==> config.mk <==
export PLATFORM = sky130hd
export DESIGN_NAME = bus_wait_injector
export DESIGN_NICKNAME = d
export VERILOG_FILES = /design/src/rtl/bus_wait_injector.sv
export SDC_FILE = /design/constraint.sdc
export NUM_CORES = 1
export LEC_CHECK = 0
export BUFFER_PORTS_ARGS = -buffer_cell sky130_fd_sc_hd__buf_2
export CELL_PAD_IN_SITES_DETAIL_PLACEMENT = 0
export CELL_PAD_IN_SITES_GLOBAL_PLACEMENT = 1
export CORE_AREA = 2 2 176 178
export CTS_CLUSTER_SIZE = 24
export DETAILED_ROUTE_END_ITERATION = 12
export DIE_AREA = 0 0 178 180
export PLACE_DENSITY = 0.79
export SYNTH_ARGS = -nofsm -noshare
export SYNTH_HDL_FRONTEND = slang
export SYNTH_SLANG_ARGS = --single-unit
export TNS_END_PERCENT = 100
==> constraint.sdc <==
create_clock -name clk -period 10.01 [get_ports clk]
set_clock_uncertainty 0.05 [all_clocks]
set_input_delay 0 -clock clk [delete_from_list [all_inputs] [get_ports clk]]
set_output_delay 0 -clock clk [all_outputs]
set_load 0.05 [all_outputs]
==> src/rtl/bus_wait_injector.sv <==
`timescale 1ns/1ps
// Wait-state injector between NUM_CH simple-bus masters and zero-latency slaves.
// Each channel issues one slave access per request, then stalls W extra cycles.
module bus_wait_injector #(
  parameter int          NUM_CH     = 2,
  parameter int          ADDR_WIDTH = 32,
  parameter int          DATA_WIDTH = 32,
  parameter int          WAIT_WIDTH = 4,
  parameter logic [15:0] LFSR_SEED  = 16'hACE1,
  parameter int          CNT_WIDTH  = 16,
  localparam int         BE_W       = DATA_WIDTH / 8
) (
  input  logic                             clk,
  input  logic                             rst,
  input  logic [NUM_CH*WAIT_WIDTH-1:0]     cfg_wait,
  input  logic [NUM_CH-1:0]                cfg_random,
  input  logic [NUM_CH-1:0]                m_read,
  input  logic [NUM_CH-1:0]                m_write,
  input  logic [NUM_CH*ADDR_WIDTH-1:0]     m_address,
  input  logic [NUM_CH*DATA_WIDTH-1:0]     m_wrdata,
  input  logic [NUM_CH*BE_W-1:0]           m_byteenable,
  output logic [NUM_CH*DATA_WIDTH-1:0]     m_rddata,
  output logic [NUM_CH-1:0]                m_stall,
  output logic [NUM_CH-1:0]                s_read,
  output logic [NUM_CH-1:0]                s_write,
  output logic [NUM_CH*ADDR_WIDTH-1:0]     s_address,
  output logic [NUM_CH*DATA_WIDTH-1:0]     s_wrdata,
  output logic [NUM_CH*BE_W-1:0]           s_byteenable,
  input  logic [NUM_CH*DATA_WIDTH-1:0]     s_rddata,
  output logic [NUM_CH-1:0]                err_premature,
  output logic [NUM_CH*CNT_WIDTH-1:0]      txn_count
);

  typedef enum logic [1:0] {IDLE, ACCESS, WAIT, DONE} state_t;

  // Galois form of x^16+x^14+x^13+x^11+1.
  function automatic logic [15:0] lfsr_next(input logic [15:0] v);
    return v[0] ? ((v >> 1) ^ 16'hB400) : (v >> 1);
  endfunction

  // Window of WAIT_WIDTH bits starting at off, wrapping past bit 15.
  function automatic logic [WAIT_WIDTH-1:0] lfsr_slice(input logic [15:0] v, input int off);
    logic [WAIT_WIDTH-1:0] r;
    logic [3:0]            idx;
    r = '0;
    for (int b = 0; b < WAIT_WIDTH; b++) begin
      idx  = 4'((off + b) % 16);
      r[b] = v[idx];
    end
    return r;
  endfunction

  logic [15:0] lfsr;

  always_ff @(posedge clk or posedge rst) begin
    if (rst) lfsr <= LFSR_SEED;
    else     lfsr <= lfsr_next(lfsr);
  end

  for (genvar i = 0; i < NUM_CH; i++) begin : ch_g
    localparam int OFF = (i * WAIT_WIDTH) % 16;

    state_t                state;
    logic                  rd_q;
    logic [ADDR_WIDTH-1:0] addr_q;
    logic [DATA_WIDTH-1:0] wdata_q;
    logic [BE_W-1:0]       be_q;
    logic [WAIT_WIDTH-1:0] cnt_q;
    logic [DATA_WIDTH-1:0] rdata_q;
    logic                  s_read_q;
    logic                  s_write_q;
    logic                  err_q;
    logic [CNT_WIDTH-1:0]  txn_q;
    logic [WAIT_WIDTH-1:0] cfg_w;
    logic [WAIT_WIDTH-1:0] w_sel;
    logic                  violation;
    logic                  stall_c;

    assign cfg_w = cfg_wait[i*WAIT_WIDTH +: WAIT_WIDTH];
    assign w_sel = cfg_random[i] ? (lfsr_slice(lfsr, OFF) & cfg_w) : cfg_w;

    // The master must hold the captured strobe and address until it sees completion.
    assign violation = (rd_q ? !m_read[i] : !m_write[i]) ||
                       (m_address[i*ADDR_WIDTH +: ADDR_WIDTH] != addr_q);

    always_ff @(posedge clk or posedge rst) begin
      if (rst) begin
        state     <= IDLE;
        rd_q      <= 1'b0;
        addr_q    <= '0;
        wdata_q   <= '0;
        be_q      <= '0;
        cnt_q     <= '0;
        rdata_q   <= '0;
        s_read_q  <= 1'b0;
        s_write_q <= 1'b0;
        err_q     <= 1'b0;
        txn_q     <= '0;
      end else begin
        s_read_q  <= 1'b0;
        s_write_q <= 1'b0;
        case (state)
          IDLE: begin
            if (m_read[i] || m_write[i]) begin
              rd_q      <= m_read[i];
              addr_q    <= m_address[i*ADDR_WIDTH +: ADDR_WIDTH];
              wdata_q   <= m_wrdata[i*DATA_WIDTH +: DATA_WIDTH];
              be_q      <= m_byteenable[i*BE_W +: BE_W];
              cnt_q     <= w_sel;
              s_read_q  <= m_read[i];
              s_write_q <= !m_read[i];
              state     <= ACCESS;
            end
          end
          ACCESS: begin
            if (rd_q) rdata_q <= s_rddata[i*DATA_WIDTH +: DATA_WIDTH];
            if (violation) begin
              err_q <= 1'b1;
              state <= IDLE;
            end else if (cnt_q != '0) begin
              state <= WAIT;
            end else begin
              state <= DONE;
            end
          end
          WAIT: begin
            if (violation) begin
              err_q <= 1'b1;
              state <= IDLE;
            end else begin
              cnt_q <= cnt_q - 1'b1;
              if (cnt_q == WAIT_WIDTH'(1)) state <= DONE;
            end
          end
          DONE: begin
            if (violation) begin
              err_q <= 1'b1;
            end else begin
              txn_q <= txn_q + 1'b1;
            end
            state <= IDLE;
          end
          default: state <= IDLE;
        endcase
      end
    end

    always_comb begin
      stall_c = 1'b0;
      case (state)
        IDLE:        stall_c = m_read[i] | m_write[i];
        ACCESS, WAIT: stall_c = 1'b1;
        default:     stall_c = 1'b0;
      endcase
    end

    assign m_stall[i]                                 = stall_c;
    assign m_rddata[i*DATA_WIDTH +: DATA_WIDTH]       = rdata_q;
    assign s_read[i]                                  = s_read_q;
    assign s_write[i]                                 = s_write_q;
    assign s_address[i*ADDR_WIDTH +: ADDR_WIDTH]      = addr_q;
    assign s_wrdata[i*DATA_WIDTH +: DATA_WIDTH]       = wdata_q;
    assign s_byteenable[i*BE_W +: BE_W]               = be_q;
    assign err_premature[i]                           = err_q;
    assign txn_count[i*CNT_WIDTH +: CNT_WIDTH]        = txn_q;
  end

endmodule

======== Yosys cells after proc, flatten, opt, wreduce, memory -nomap -nowiden ========
Index checks and enable logic that the tools add are counted.
storage, ports and cells
  flip-flop bits (word level) ............. 268
  bits of input ports ..................... 216
cells by class
  add/subtract/negate cells ............... 4
  eq/ne operators ......................... 16
  mux-type cells .......................... 33
  bitwise gates (word level) .............. 7
  reductions and logical operators ........ 30
operators by type and width
  operator               number
  $ne 32x32->1           2
  $add 16x1->16 const B  2
  $mux 4                 6
  $reduce_and 2->1       10
  $mux 16                1
  $mux 2                 8
  $pmux 2 s4             2
  $pmux 4 s2             2
  $mux 1                 12
  $and 4x4->4            2
  $eq 2x2->1 const B     4
  $eq 4x1->1 const B     2
  $ne 2x2->1 const B     4
  $reduce_bool 4->1      2
  $sub 4x1->4 const B    2
  $ne 3x3->1 const B     2
  $reduce_and 3->1       2
  $reduce_or 3->1        2
  $eq 2x1->1 const B     2
  $logic_not 1->1        4
  $logic_not 2->1        2
  $logic_or 1x1->1       4
  $not 3->4              1
  $pmux 1 s2             2
  other kinds (4)        8

======== Longest topological paths before layout ========
  depth in word-level cells ............... 5
  depth in mapped cells ................... 9

======== Worst setup path after synthesis ========
Ideal clock, no wire load.
  kind .................................... reg2reg
  from .................................... register ch_g[1].addr_q[22]
  to ...................................... register ch_g[1].txn_q[3]
  arrival time ............................ 2055 ps
  required time ........................... 9819 ps
  path slack .............................. 7764 ps
  stages on the path, launching flop included .. 8
  path buffers ............................ 1
  clock period less this slack ............ 2246 ps
  cell sequence ........................... dfrtp_1 xor2_1 nor4_1 nand4_1 nor4_4 buf_6 nand4_1 xnor2_1
on the way
  cells in the longest elaborated chain, start to end .. 4
RTL lines
  what                               line  text
  start: declaration                 65    logic [ADDR_WIDTH-1:0] addr_q;
  start signal: assignment           106   addr_q <= m_address[i*ADDR_WIDTH +: ADDR_WIDTH];
  $ne 32x32->1                       84    (m_address[i*ADDR_WIDTH +: ADDR_WIDTH] != addr_q);
  $logic_or 1x1->1                   83    assign violation = (rd_q ? !m_read[i] : !m_write[i]) ||
  $not 1->1 (no source line)         n/a
  $reduce_and 2->1 (no source line)  n/a
  end signal: assignment             139   txn_q <= txn_q + 1'b1;
  end: declaration                   73    logic [CNT_WIDTH-1:0] txn_q;
Every way passes these cells.
A chain may end at the register's enable or synchronous reset.

======== Worst setup path after layout ========
  from .................................... register ch_g[1].state[0]
  to ...................................... register ch_g[1].cnt_q[2]
on the way
  cells in the longest elaborated chain, start to end .. 3
  elaborated cells on any way between the ends .. 7
RTL lines
  what                                                                     line  text
  start: declaration                                                       63    state_t state;
  start signal: assignment                                                 88    state <= IDLE;
  start signal: assignment                                                 112   state <= ACCESS;
  start signal: assignment                                                 119   state <= IDLE;
  $eq 2x2->1 / $logic_not 2->1 (equally long branches)                     102   case (state)
  $ne 2x2->1 (no source line) / $reduce_bool 2->1 (equally long branches)  n/a
  $reduce_and 3->1 (no source line)                                        n/a
  end signal: assignment                                                   109   cnt_q <= w_sel;
  end signal: assignment                                                   131   cnt_q <= cnt_q - 1'b1;
  end: declaration                                                         68    logic [WAIT_WIDTH-1:0] cnt_q;
Parallel ways exist; a longest one is shown, timed or not.

==> qor.csv <==
metric,value,unit
Synthesized Nets,1042,
CTS tree,done,
routability cong.,0.806,
Die H,180,um
IO Port Bufs,455,
cell internal pwr,0.00329,W
antenna violations before repair,1,
post-synth top area share,0.574,
placed inst area,0.0140,mm^2
1st-iter DRT viols,258,
top cell type by total area after synthesis,dfrtp_1,
crit start category,flip-flop,
Seq pwr share,0.292,
fin nets,1723,
CTS Sinks,268,
cts bufs inserted,30,
CP required,10390,ps
clock power share,0.199,
Layout area overhead,53.4,%
first-pass iteration count of the detailed router,4,
Total Neg Setup Slack,0,ps
IO Pins,456,
FF+latch area,0.00672,mm^2
"FF+latch count, synth",268,
P_leak,8.32,nW
DRT antenna net count,0,
met3 Usage GRT,0.0514,
Vias/cell,4.70,
fillers,2412,
total power,0.00624,W
Multi-input gate area,0.00440,mm^2
Final Non-Filler Cells,1912,
Post-synth top cells,"dfrtp_1, mux2_2, xor2_1",
final worst path period share,0.295,
post-synthesis average cell area,14.0,um^2
Slew @ Worst Pin,987,ps
Max-slew headroom,0.340,
Clock Root Buffer,clkbuf_16,
Core Footprint,0.0302,mm^2
Congestion Overflow GR,0,
Switching Share,0.473,
GRT met1 Usage,0.225,
RSZ-0062 raised after global routing,no,
Longest Clk Path Bufs,3,
status,finished clean,
DP Cell Count,1631,
Area contributors post-synth,"dfrtp_1, mux2_2, xor2_1",
Logic pwr share,0.509,
Yosys warning total,0,
PwrDens,359,mW/mm^2
final setup vio count,0,
die width,178,um
ys flop type,dfrtp_1,
vias in the first global route,9519,
first-pass GRT wire length,50600,um
Critical Path AT,3340,ps
Setup crit end kind,flip-flop,
cell area after synthesis,0.0113,mm^2
DIE AREA,0.0320,mm^2
layout cells sized above 1,0.484,
Post-synth EDFFs,0,
vias,8995,
post-CTS sizing,0,
worst setup path class,reg2reg,
grt peak-use layer,met2,
Tmin final,2960,ps
"Reg clk slew, reported paths",60,ps
Max Slew Vio Count,0,
register area share after synthesis,0.592,
post-synth cell types,47,
clk_lat worst skew,550,ps
maximum number of pins on one net before global-route repair,124,
Mapped Cells,811,
Worst VDD drop,0.000292,V
FMAX,0.338,GHz
gr usage total,0.197,
top-count cell post-synth,dfrtp_1,
total number of H-tree levels,1,
"wirelength, routed",32600,um
Hold Path Class,in2async,
design area,0.0174,mm^2
"Hold Vio Cnt, Final",0,
Initial Utilization,0.376,
HPWL Detailed,21400,um
drt drc,0,
std cell rows,64,
switching power total,0.00295,W
DR WL/cell,17.0,um
post-synthesis async set-or-reset flop share,1.00,
max cap viols,0,
met2 usage,0.353,
CP Max Fanout,7,
## power groups by stage
stage	Combinational, W	Sequential [W]	Clock (W)
after floorplan	0.000894	0.00327	0
after global placement	0.00308	0.00180	0
after detailed placement	0.00310	0.00182	0
after CTS	0.00318	0.00181	0.00128
after global routing	0.00332	0.00188	0.00132
final	0.00317	0.00182	0.00124
## kinds of logic after synthesis
logic type	count (synthesis)	share of synthesized area
compound gates	43	0.0256
xor+xnor	98	0.0757
fa+ha+maj	15	0.0166
buf+inv	52	0.0221
flops	268	0.592
mux	206	0.204
simple gates	129	0.0637
## cells in the final DEF (no fill, tap or decap), types with 3 or more instances in the layout
cell,count
nand3_1,22
dfstp_2,8
xnor2_1,39
and4_1,6
nand2_1,22
mux2_2,202
clkbuf_8,8
dfrtp_1,260
and3_1,16
nor2_1,16
inv_1,13
o21ai_0,11
nor4_1,13
clkbuf_16,31
nor3_1,5
ha_1,15
and2_1,9
buf_4,7
bufinv_16,7
a21oi_1,6
xor2_1,59
buf_2,455
dlygate4sd3_1,225
nand2b_1,3
nand4_1,13
mux2i_1,4
clkinv_2,6
## through the flow
| step | worst slack [ps] | util | hold WS, ps |
|---|---|---|---|
| floorplan | 2590 | - | 16.4 |
| finish | 7050 | 0.576 | 105 |
| detailed placement | 7220 | 0.464 | 185 |
| global route | 6860 | 0.576 | 143 |
| global placement | 7230 | 0.464 | 181 |
| CTS | 7070 | 0.576 | 117 |
## path summary, 6_finish.rpt
check	startpoint	to	slack (ps)	depth (start not counted)
worst max-delay path	ch_g[1].state[0]	ch_g[1].cnt_q[2]	7050	8
max in group asynchronous	rst	ch_g[1].wdata_q[26]	7430	5
min in group clk	s_rddata[33]	ch_g[1].rdata_q[1]	170	3
worst min-delay path	rst	ch_g[0].rdata_q[2]	110	3
worst max register to register	ch_g[1].state[0]	ch_g[1].cnt_q[2]	7050	8
worst min register to register	lfsr[9]	lfsr[8]	300	0
## routing by layer
layer,vias to the layer above,wire [um]
li1,4211,-
met1,4343,12300
met2,363,16500
met3,78,2600
met4,0,1210
met5,-,0
## registers in the layout, summed over array words and instances (netlist names)
signal          flops
ch_g.rd_q           2
ch_g.wdata_q       64
ch_g.state          4
ch_g.err_q          2
ch_g.be_q           8
ch_g.txn_q         32
ch_g.rdata_q       64
ch_g.s_read_q       2
ch_g.s_write_q      2
ch_g.addr_q        64
lfsr               16
ch_g.cnt_q          8
## layout make-up
class | instances | share of cell area
clock buffers | 41 | 0.0514
repair buffers | 687 | 0.263
inverters | 14 | 0.00345
clock inverters | 14 | 0.0143
flip-flops and latches | 268 | 0.386
multi-input cells | 491 | 0.253
well taps | 396 | 0.0285
diodes | 1 | 0.000144
## timing repair
action | 4_1_cts | 5_1_grt
buffers inserted | 0 | 0
hold buffers | 225 | 0
hold endpoints to repair | 336 | 0
setup endpoints to repair | 0 | 0
## critical path, stage by stage, from the launching register on
cell and delay, ps:
dfrtp_1 410, inv_1 140, ha_1 320, nand2_1 180, and3_1 290, a32oi_1 240, dlygate4sd3_1 590, a211oi_2 60
dlygate4sd3_1 560
(Power assumes the default switching activity.)
